<file path="config.mk">
export PLATFORM = sky130hd
export DESIGN_NAME = ascon_stream_host
export DESIGN_NICKNAME = d
export VERILOG_FILES = /design/src/rtl/ascon_stream_host.sv
export SDC_FILE = /design/constraint.sdc
export NUM_CORES = 1
export LEC_CHECK = 0
export CAP_MARGIN = 10
export CORE_MARGIN = 2
export CORE_UTILIZATION = 45
export CTS_BUF_LIST = sky130_fd_sc_hd__clkbuf_4 sky130_fd_sc_hd__clkbuf_8
export DETAILED_ROUTE_END_ITERATION = 10
export HOLD_SLACK_MARGIN = 0.15
export PLACE_DENSITY = 0.73
export REMOVE_ABC_BUFFERS = 1
export SYNTH_ARGS = -nofsm -noshare
export SYNTH_HDL_FRONTEND = slang
export SYNTH_SLANG_ARGS = --single-unit
</file>
<file path="constraint.sdc">
create_clock -name clk -period 6.2 [get_ports clk]
set_clock_uncertainty 0.05 [all_clocks]
set_input_delay 1.24 -clock clk [delete_from_list [all_inputs] [get_ports clk]]
set_output_delay 1.24 -clock clk [all_outputs]
set_load 0.02 [all_outputs]
</file>
<file path="src/rtl/ascon_stream_host.sv">
// Host-side byte-stream driver for the Ascon-128 AEAD core serial port:
// streams key, nonce and plaintext bytes to the core, then collects its output bytes.
`timescale 1ns/1ps
module ascon_stream_host #(
    parameter int PT_BYTES   = 8,
    parameter int TAG_BYTES  = 16,
    parameter int GAP_CYCLES = 2,
    parameter int TIMEOUT    = 255
) (
    input  logic         clk,
    input  logic         rst,
    input  logic         cmd_valid,
    output logic         cmd_ready,
    input  logic [127:0] key,
    input  logic [127:0] nonce,
    input  logic [63:0]  pt,
    output logic         core_start,
    output logic         core_valid,
    output logic [7:0]   core_data,
    input  logic         core_ready,
    input  logic         core_done,
    input  logic [7:0]   core_byte,
    output logic [127:0] result,
    output logic [4:0]   result_cnt,
    output logic         result_valid,
    output logic         err_timeout,
    output logic         busy
);
    localparam logic [2:0] S_IDLE    = 3'd0;
    localparam logic [2:0] S_START   = 3'd1;
    localparam logic [2:0] S_KEY     = 3'd2;
    localparam logic [2:0] S_NONCE   = 3'd3;
    localparam logic [2:0] S_GAP     = 3'd4;
    localparam logic [2:0] S_PT      = 3'd5;
    localparam logic [2:0] S_COLLECT = 3'd6;
    localparam logic [2:0] S_FIN     = 3'd7;

    logic [2:0]   state;
    logic [127:0] key_sr;
    logic [127:0] nonce_sr;
    logic [127:0] pt_sr;
    logic [4:0]   cnt;
    logic [7:0]   tmo;
    logic         capture;

    assign capture = core_ready && (result_cnt < 5'(TAG_BYTES));

    // FSM; outputs are registered for the cycle that the next state describes
    always_ff @(posedge clk) begin
        if (rst) begin
            state        <= S_IDLE;
            key_sr       <= 128'h0;
            nonce_sr     <= 128'h0;
            pt_sr        <= 128'h0;
            cnt          <= 5'd0;
            tmo          <= 8'd0;
            cmd_ready    <= 1'b1;
            core_start   <= 1'b0;
            core_valid   <= 1'b0;
            core_data    <= 8'h00;
            result       <= 128'h0;
            result_cnt   <= 5'd0;
            result_valid <= 1'b0;
            err_timeout  <= 1'b0;
            busy         <= 1'b0;
        end else begin
            core_start   <= 1'b0;
            result_valid <= 1'b0;
            err_timeout  <= 1'b0;
            case (state)
                S_IDLE: begin
                    if (cmd_valid) begin
                        key_sr     <= key;
                        nonce_sr   <= nonce;
                        pt_sr      <= {64'h0, pt};
                        result     <= 128'h0;
                        result_cnt <= 5'd0;
                        state      <= S_START;
                        core_start <= 1'b1;
                        cmd_ready  <= 1'b0;
                        busy       <= 1'b1;
                    end
                end
                S_START: begin
                    state      <= S_KEY;
                    cnt        <= 5'd0;
                    core_valid <= 1'b1;
                    core_data  <= key_sr[7:0];
                    key_sr     <= {8'h00, key_sr[127:8]};
                end
                S_KEY: begin
                    if (cnt == 5'd15) begin
                        state     <= S_NONCE;
                        cnt       <= 5'd0;
                        core_data <= nonce_sr[7:0];
                        nonce_sr  <= {8'h00, nonce_sr[127:8]};
                    end else begin
                        cnt       <= cnt + 5'd1;
                        core_data <= key_sr[7:0];
                        key_sr    <= {8'h00, key_sr[127:8]};
                    end
                end
                S_NONCE: begin
                    if (cnt != 5'd15) begin
                        cnt       <= cnt + 5'd1;
                        core_data <= nonce_sr[7:0];
                        nonce_sr  <= {8'h00, nonce_sr[127:8]};
                    end else if (GAP_CYCLES == 0) begin
                        state     <= S_PT;
                        cnt       <= 5'd0;
                        core_data <= pt_sr[7:0];
                        pt_sr     <= {8'h00, pt_sr[127:8]};
                    end else begin
                        state      <= S_GAP;
                        cnt        <= 5'd0;
                        core_valid <= 1'b0;
                        core_data  <= 8'h00;
                    end
                end
                S_GAP: begin
                    if (cnt == 5'(GAP_CYCLES - 1)) begin
                        state      <= S_PT;
                        cnt        <= 5'd0;
                        core_valid <= 1'b1;
                        core_data  <= pt_sr[7:0];
                        pt_sr      <= {8'h00, pt_sr[127:8]};
                    end else begin
                        cnt <= cnt + 5'd1;
                    end
                end
                S_PT: begin
                    if (cnt == 5'(PT_BYTES - 1)) begin
                        state      <= S_COLLECT;
                        tmo        <= 8'd0;
                        core_valid <= 1'b0;
                        core_data  <= 8'h00;
                    end else begin
                        cnt       <= cnt + 5'd1;
                        core_data <= pt_sr[7:0];
                        pt_sr     <= {8'h00, pt_sr[127:8]};
                    end
                end
                S_COLLECT: begin
                    // a byte arriving together with core_done is still kept
                    if (capture) begin
                        result[{result_cnt[3:0], 3'b000} +: 8] <= core_byte;
                        result_cnt <= result_cnt + 5'd1;
                    end
                    if (core_done) begin
                        state        <= S_FIN;
                        result_valid <= 1'b1;
                    end else if (tmo == 8'(TIMEOUT - 1)) begin
                        state       <= S_IDLE;
                        err_timeout <= 1'b1;
                        cmd_ready   <= 1'b1;
                        busy        <= 1'b0;
                    end else begin
                        tmo <= tmo + 8'd1;
                    end
                end
                S_FIN: begin
                    state     <= S_IDLE;
                    cmd_ready <= 1'b1;
                    busy      <= 1'b0;
                end
                default: begin
                    state      <= S_IDLE;
                    cmd_ready  <= 1'b1;
                    busy       <= 1'b0;
                    core_valid <= 1'b0;
                    core_data  <= 8'h00;
                end
            endcase
        end
    end
endmodule

</file>
; Word level (Yosys, flattened, before mapping)
; Index checks and enable logic that the tools add are counted.
[totals]
reg_bits = 547
in_bits = 333
wordCells = 127
[classes]
n_bitwise = 2
n_shift = 2
addsub = 4
muxes = 55
reduce_logical = 23
order_cmp = 1
eq_ne = 25
[ops]
columns = operator, count
row1 = $mux 128, 10
row2 = $pmux 128 s3, 3
row3 = $pmux 128 s2, 1
row4 = $bwmux 128, 1
row5 = $shift 8x9->128 const A, 1
row6 = $shiftx 8x9->128, 1
row7 = $mux 8, 7
row8 = $pmux 8 s5, 1
row9 = $mux 5, 6
row10 = $pmux 5 s5, 1
row11 = $ne 2x2->1 const B, 12
row12 = $pmux 3 s8, 1
row13 = $mux 3, 7
row14 = $reduce_and 4->1, 5
row15 = $pmux 8 s2, 1
row16 = $eq 3x3->1 const B, 4
row17 = $mux 1, 12
row18 = $reduce_bool 3->1, 4
row19 = $add 5x1->5 const B, 2
row20 = $pmux 5 s2, 1
row21 = $neg 7->9, 1
row22 = $add 8x1->8 const B, 1
row23 = $eq 8x8->1 const B, 1
row24 = $eq 3x2->1 const B, 2
row25 = other kinds (20), 26

; Depth between registers and ports, before layout
; Gate-level depths: netlist (run 1).
[logic_depth]
depth_word = 5
depth_mapped = 9
mapped_depth_nobuf = 7

; Least setup slack after synthesis (run 1)
; Ideal clock, no wire load.
[synth_path]
kind = input to register
start = input cmd_valid
end = register result[120]
setup_time_ps = 117
cell_stages = 4
t_arrival_ps = 2624
required_ps = 6033
slack_ps = 3409
cell_sequence = or3b_1 -> a221oi_4 -> a31oi_1 -> a22o_1
[synth_via]
elab_chain_cells = 2
[synth_lines]
columns = element, line_no
row1 = "start, declared", 12  ; input logic cmd_valid,
row2 = $ne 2x2->1 (no source line), --
row3 = $reduce_and 3->1 (no source line), --
row4 = "end signal, assigned by index", 146  ; result[{result_cnt[3:0], 3'b000} +: 8] <= core_byte;
row5 = "end, declared", 23  ; output logic [127:0] result,
; Every way passes these cells.
; A chain may end at the register's enable or synchronous reset.

; Worst setup path after layout (run 1)
[layout_path]
start = register state[0]
end = register nonce_sr[6]
[layout_via]
elab_chain_cells = 3
[layout_lines]
columns = element, line_no
row1 = "start, declared", 38  ; logic [2:0] state;
row2 = "start signal, assigned", 51  ; state <= S_IDLE;
row3 = "start signal, assigned", 78  ; state <= S_START;
row4 = "start signal, assigned", 85  ; state <= S_KEY;
row5 = $eq 3x2->1 / $logic_not 3->1 (equally long branches), 70  ; case (state)
row6 = $ne 2x2->1 (no source line) / $reduce_bool 3->1 (equally long branches), --
row7 = $reduce_and 4->1 (no source line), --
row8 = "end signal, assigned", 74  ; nonce_sr <= nonce;
row9 = "end signal, assigned", 96  ; nonce_sr <= {8'h00, nonce_sr[127:8]};
row10 = "end signal, assigned", 107  ; nonce_sr <= {8'h00, nonce_sr[127:8]};
row11 = "end, declared", 40  ; logic [127:0] nonce_sr;
; Parallel ways exist; a longest one is shown, timed or not.

==> summary.md, run 1 <==
| Metric | Value |
|---|---|
| Gpl congestion | `0.833` |
| R2r startpoint | `state[0]$_SDFFE_PP0P_` |
| Peak VDD IR | `0.576 mV` |
| Clk sink count | `483` |
| Initial core utilization | `45.8%` |
| Unique masters post-synth | `75` |
| Pin slew with the least headroom to its limit | `1.18 ns` |
| Synthesized netlist cell count | `2,284` |
| Clock Latency Late Sink | `0.66 ns` |
| Synthesized cell area | `0.0214 mm²` |
| Die height | `222 µm` |
| Post-synth EDFFs | `0` |
| P per Cell Area | `473 mW/mm²` |
| Iter 0 DRT Violations | `1,434` |
| Hold Startpoint | `cmd_ready$_SDFFE_PP1P_` |
| CP Class | `reg2reg` |
| Synth area leader | `dfxtp_1` |
| Sequential fraction of the synthesis area | `45.2%` |
| Drt pass-1 iters | `7` |
| Fin nets | `2,978` |
| Top cells by area, synth | `dfxtp_1 45%, mux2i_1 16%, a311oi_1 7.6%` |
| Die X | `222 µm` |
| Vias in the first global route | `17,900` |
| Crit-path max FO | `180` |
| Vias | `18,900` |
| Final Slew Violations | `0` |
| RSZ-0062 raised after global routing | `no` |
| Largest net degree at the start of global routing | `219` |
| CP Capture Type | `flop` |
| Share of layout cells above drive strength 1 | `7.48%` |
| Fin util | `60.2%` |
| Outcome | `complete, no violations` |
| Placed cell count | `3,158` |
| Ys async rst share | `0%` |
| Final min period | `4.05 ns` |
| Number of register bits inferred by synthesis | `483` |
| Initial antenna violation count | `15` |
| Gr ovfl total | `0` |
| CTS tree | `done` |
| Worst Path Arrival | `4.54 ns` |
| Post-DP HPWL | `41,200 µm` |
| Total CTS buffers | `82` |
| Leak | `0.0109 µW` |
| Max-Cap Viols | `0` |
| Detailed Route WL | `62,800 µm` |
| Root buffer cell | `clkbuf_8` |
| Mean Syn Cell Area | `9.37 µm²` |
| Setup repair bufs after CTS | `0` |
| Final worst-path cycle share | `65.3%` |
| Final hold vios | `0` |
| Achievable Freq | `247 MHz` |
| Synth Warn # | `0` |
| Die area | `0.0493 mm²` |
| Number of remaining DRC errors | `0` |
| # hold bufs at CTS | `0` |
| GR Util All Layers | `24.3%` |
| Finished Layout Cells | `3,320` |
| Total power | `13,300 µW` |
| R2r endpoint | `nonce_sr[6]$_SDFFE_PP0P_` |
| Ports | `480` |
| Max Root-Sink Buffers | `3` |
| Core Box Area | `0.0468 mm²` |
| Final antenna-violating net count | `0` |
| Hold depth | `2` |
| Row count | `79` |
| Hold EP | `cmd_ready$_SDFFE_PP1P_` |
| PnR worst setup slack | `2.15 ns` |
| Area growth syn-to-layout | `31.6%` |
| Setup slack at placement | `1.80 ns` |
| Synth Flop Type | `dfxtp_1` |
| Post-CTS sizing | `0` |
| Worst setup SP type | `flop` |
| Via density | `5.69` |
| Max-slew headroom | `21.2%` |
| R2R setup slack | `2.15 ns` |
| Worst Hold Class | `reg2reg` |
| Reg clk slew, reported paths | `0.06 ns` |
| PortBufs | `479` |
| Final setup viols | `0` |
| H-tree Lvls | `3` |
| Synth top area share | `45.2%` |
| Length in cells of the worst reg-to-reg path | `5` |
| DR WL/cell | `18.9 µm` |
| First-pass GRT wire length | `97,300 µm` |
| Worst EP required | `6.69 ns` |
==> Yosys cell counts, types with 18 or more instances <==
cell type / number
a211oi_1: 132
a21oi_1: 174
mux2i_1: 338
nand2_1: 251
nand3b_1: 18
dfxtp_1: 483
clkbuf_1: 153
buf_2: 67
nor3_1: 58
o21ai_0: 25
nand3_1: 54
a311oi_1: 186
nand2b_1: 22
nor2_1: 140
==> area by class of cell <==
class                      instances  area (µm²)
fill                            4034       18600
multi-input combinational       1558       10800
sequential                       483        9670
timing repair buffer             498        4980
clock buffer                     132        1640
tap                              607         759
clock inverter                    16         226
inverter                          12        50.0
antenna                           14        35.0
==> cell usage in the layout (no fill, tap or decap), drive strengths merged, types with 59 or more instances in the layout <==
cell type,count
dfxtp,483
clkdlybuf4s50,478
mux2i,338
nand2,251
a311oi,186
a21oi,174
nor2,140
a211oi,132
clkbuf,132
nor3,59
nand3,59
==> cell families (layout without fill, tap and decap cells) <==
| group | count (synthesis) | count (layout) | share of synthesized area [%] |
|---|---|---|---|
| simple gates | 604 | 604 | 13.1 |
| compound gates | 596 | 596 | 20.2 |
| flops | 483 | 483 | 45.2 |
| mux | 340 | 340 | 15.9 |
| buf+inv | 243 | 658 | 4.74 |
| fa+ha+maj | 10 | 10 | 0.585 |
| xor+xnor | 8 | 8 | 0.327 |
| other cells | 0 | 14 | 0 |
==> metrics by stage <==
| stage | hold slack (ns) | cell area, µm² | TNS [ns] |
|---|---|---|---|
| final | 0.400 | 28200 | 0 |
| after global routing | 0.423 | 28200 | 0 |
| after CTS | 0.408 | 28100 | 0 |
| after detailed placement | 0.398 | 26300 | 0 |
| after global placement | 0.391 | 26300 | 0 |
| after floorplan | 0.388 | 20400 | -675.11 |
==> report_power, final <==
| group | internal (µW) | leakage (µW) | total (µW) | switching, µW |
|---|---|---|---|---|
| logic | 2270 | 0.00599 | 5460 | 3190 |
| registers | 4090 | 0.00397 | 4650 | 567 |
| clock network | 1890 | 0.000977 | 3210 | 1320 |
| total | 8240 | 0.0109 | 13300 | 5080 |
==> routing by layer <==
layer  global-route usage [%]  vias to the layer above  wire length, µm
met3                     5.72                      106             4320
met5                        0                        -                0
li1                         -                     9248                -
met1                     31.2                     8904            27100
met4                     12.0                        0             1820
met2                     38.3                      624            29600
==> sequential cells by signal, indices dropped and copies added, names as in the netlist <==
signal and count:
busy 1, result 128, core_valid 1, result_cnt 5, cnt 5, state 3
tmo 8, key_sr 128, err_timeout 1, result_valid 1, core_start 1, nonce_sr 128
pt_sr 64, core_data 8, cmd_ready 1
==> worst max path at each step <==
stage / endpoint / from / cells past startpoint / slack [ns]
2_1_floorplan: key_sr[0]$_SDFFE_PP0P_ / cnt[0]$_SDFFE_PP0P_ / 6 / -5.17
5_1_grt: nonce_sr[7]$_SDFFE_PP0P_ / state[0]$_SDFFE_PP0P_ / 5 / 1.80
4_1_cts: nonce_sr[31]$_SDFFE_PP0P_ / state[0]$_SDFFE_PP0P_ / 5 / 2.24
3_5_place_dp: pt_sr[30]$_SDFFE_PP0P_ / cmd_valid / 5 / 1.80
6_report: nonce_sr[6]$_SDFFE_PP0P_ / state[0]$_SDFFE_PP0P_ / 5 / 2.15
3_3_place_gp: pt_sr[37]$_SDFFE_PP0P_ / cmd_valid / 5 / 1.97
==> worst max-delay path, stage by stage (launching register included) <==
cell and delay [ns]:
dfxtp_2 0.93, clkinv_1 0.84, mux2_8 1.09, buf_4 0.48
a21oi_1 0.12, a311oi_1 0.30
(Power assumes the default switching activity.)
==> run 2: changes to the inputs <==
- PLACE_DENSITY: 0.73 -> 0.75
- clock period: 6.2 -> 3.4 ns (I/O delays scaled with it)
==> run 2 against run 1 <==
Compared with the run above: worst hold slack got worse by 0.0043 ns; largest cell class unchanged; non-clock buffer count is 32 higher; cell count up 0.54%; largest power group unchanged; sequential share of layout area fell by 0.22 points; clock-buffer cell count down 5; highest routed layer unchanged; critical path type unchanged.
==> summary.md, run 2 (synthesized netlist as in run 1, its figures left out) <==
| Metric | Value |
|---|---|
| Outcome | `complete, no violations (unchanged)` |
| Total CTS buffers | `83 (was 82)` |
| Die height | `222 µm (unchanged)` |
| Worst Hold Class | `in2reg (was reg2reg)` |
| Setup TNS | `0 ns (unchanged)` |
| H-tree Lvls | `3 (unchanged)` |
| Worst setup SP type | `flop (unchanged)` |
| PnR worst setup slack | `0.418 ns (was 2.15 ns)` |
| Clk sink count | `483 (unchanged)` |
| CTS tree | `done (unchanged)` |
| Crit-path cells | `ha_1, and3_1, ha_1, or3b_2, a21oi_4, buf_12, nor2_1, a211oi_1 (was clkinv_1, mux2_8, buf_4, a21oi_1, a311oi_1)` |
| Share of power burned in registers | `35.0% (was 34.9%)` |
| Via density | `5.73 (was 5.69)` |
| Switching fraction of total power | `38.2% (was 38.1%)` |
| Max-slew headroom | `31.0% (was 21.2%)` |
| Worst EP required | `3.88 ns (was 6.69 ns)` |
| Critical path's top delay family | `simple AND/OR/NAND/NOR gates (was buffers and inverters)` |
| Clock share of power | `22.2% (was 24.1%)` |
| Row count | `79 (unchanged)` |
| DR WL/cell | `19.0 µm (was 18.9 µm)` |
| Gpl congestion | `0.893 (was 0.833)` |
| Peak VDD IR | `1.12 mV (was 0.576 mV)` |
| Max incr delay on CP | `0.51 ns (was 1.09 ns)` |
| Final min period | `2.98 ns (was 4.05 ns)` |
| # fillers | `4,035 (was 4,034)` |
| Post-CTS sizing | `0 (unchanged)` |
| Biggest regs | `key_sr (128), nonce_sr (128), result (128) (unchanged)` |
| Core Box Area | `0.0468 mm² (unchanged)` |
| Initial core utilization | `45.8% (unchanged)` |
| WHS | `0.396 ns (was 0.400 ns)` |
| Initial antenna violation count | `10 (was 15)` |
| Iter 0 DRT Violations | `1,492 (was 1,434)` |
| Pin slew with the least headroom to its limit | `1.04 ns (was 1.18 ns)` |
| Gr ovfl total | `0 (unchanged)` |
| Number of remaining DRC errors | `0 (unchanged)` |
| Commonest cells after routing, fill and taps aside | `481 x dfxtp_1, 478 x clkdlybuf4s50_1, 338 x mux2i_1 (unchanged)` |
| Largest net degree at the start of global routing | `241 (was 219)` |
| Detailed Route WL | `63,300 µm (was 62,800 µm)` |
| Die area | `0.0493 mm² (unchanged)` |
| First-pass GRT wire length | `98,700 µm (was 97,300 µm)` |
| Leak | `0.0111 µW (was 0.0109 µW)` |
| Setup repair bufs after CTS | `0 (unchanged)` |
| GR Util All Layers | `24.5% (was 24.3%)` |
| Slowest-stage cell, CP | `or3b_2 (was mux2_8)` |
| Achievable Freq | `335 MHz (was 247 MHz)` |
| Area growth syn-to-layout | `32.4% (was 31.6%)` |
| Share of layout cells above drive strength 1 | `8.23% (was 7.48%)` |
| Switch Pwr | `9240 µW (was 5080 µW)` |
| Vias in the first global route | `18,500 (was 17,900)` |
| P per Cell Area | `853 mW/mm² (was 473 mW/mm²)` |
| PortBufs | `479 (unchanged)` |
| Worst Path Arrival | `3.46 ns (was 4.54 ns)` |
| Root buffer cell | `clkbuf_8 (unchanged)` |
| Crit-path max FO | `103 (was 180)` |
| Comb pwr share | `42.8% (was 41.0%)` |
| Final antenna-violating net count | `0 (unchanged)` |
| CP Class | `reg2reg (unchanged)` |
| Vias | `19,100 (was 18,900)` |
| Post-DP HPWL | `43,200 µm (was 41,200 µm)` |
| WP buf/inv | `1 (was 2)` |
| Final Slew Violations | `0 (unchanged)` |
| Max-Cap Viols | `0 (unchanged)` |
| Clock Latency Late Sink | `0.64 ns (was 0.66 ns)` |
| Most common cell on crit path | `ha_1` |
| Fin nets | `3,011 (was 2,978)` |
| Final setup viols | `0 (unchanged)` |
| Die X | `222 µm (unchanged)` |
| Final worst-path cycle share | `87.7% (was 65.3%)` |
| Final hold vios | `0 (unchanged)` |
| Reg clk slew, reported paths | `0.06 ns (about the same)` |
| Setup slack at placement | `0.193 ns (was 1.80 ns)` |
| # hold bufs at CTS | `0 (unchanged)` |
| Ports | `480 (unchanged)` |
| RSZ-0062 raised after global routing | `no (unchanged)` |
| CP Capture Type | `flop (unchanged)` |
| Drt pass-1 iters | `5 (was 7)` |
| Max Root-Sink Buffers | `3 (unchanged)` |
| Internal | `14,900 µW (was 8240 µW)` |
| Most common cell after layout, fill and taps aside | `dfxtp_1 (unchanged)` |
## run 2: per-layer routing
layer / routed length [µm] / global-route usage, %
met3: 4780 / 6.14
met2: 30000 / 40.6
met1: 26400 / 30.1
met4: 2030 / 11.2
met5: 0 / 0
## run 2: stage by stage
step                      cells  instance area, µm²  total power, µW  util, %
after floorplan            2053               20400            13700        -
after global placement     3189               26600            18500     56.9
after detailed placement   3189               26600            18900     56.9
after CTS                  3327               28300            24300     60.5
after global routing       3337               28300            25800     60.6
final                      3338               28300            24200     60.6
## run 2: final timing paths
path	start	endpoint	slack, ns	cells past startpoint
min	rst	result[3]$_SDFFE_PP0P_	0.40	2
min reg2reg	cmd_ready$_SDFFE_PP1P_	cmd_ready$_SDFFE_PP1P_	0.40	2
max reg2reg	cnt[0]$_SDFFE_PP0P_	key_sr[116]$_SDFFE_PP0P_	0.42	8
max	cnt[0]$_SDFFE_PP0P_	key_sr[116]$_SDFFE_PP0P_	0.42	8
## run 2: final cells by class
cell class | instances | area, µm² | share of cell area [%]
multi-input combinational | 1558 | 10800 | 38.1
sequential | 483 | 9670 | 34.1
timing repair buffer | 530 | 5350 | 18.9
clock buffer | 127 | 1600 | 5.66
tap | 607 | 759 | 2.68
clock inverter | 11 | 82.6 | 0.291
inverter | 12 | 50.0 | 0.177
antenna | 10 | 25.0 | 0.0883
## run 2: power groups by stage
stage / clock network [µW] / logic (µW) / registers, µW
final: 5360 / 10400 / 8470
after global routing: 5750 / 11400 / 8680
after CTS: 5490 / 10300 / 8460
after detailed placement: 0 / 10300 / 8560
after global placement: 0 / 10000 / 8470
after floorplan: 0 / 5770 / 7970
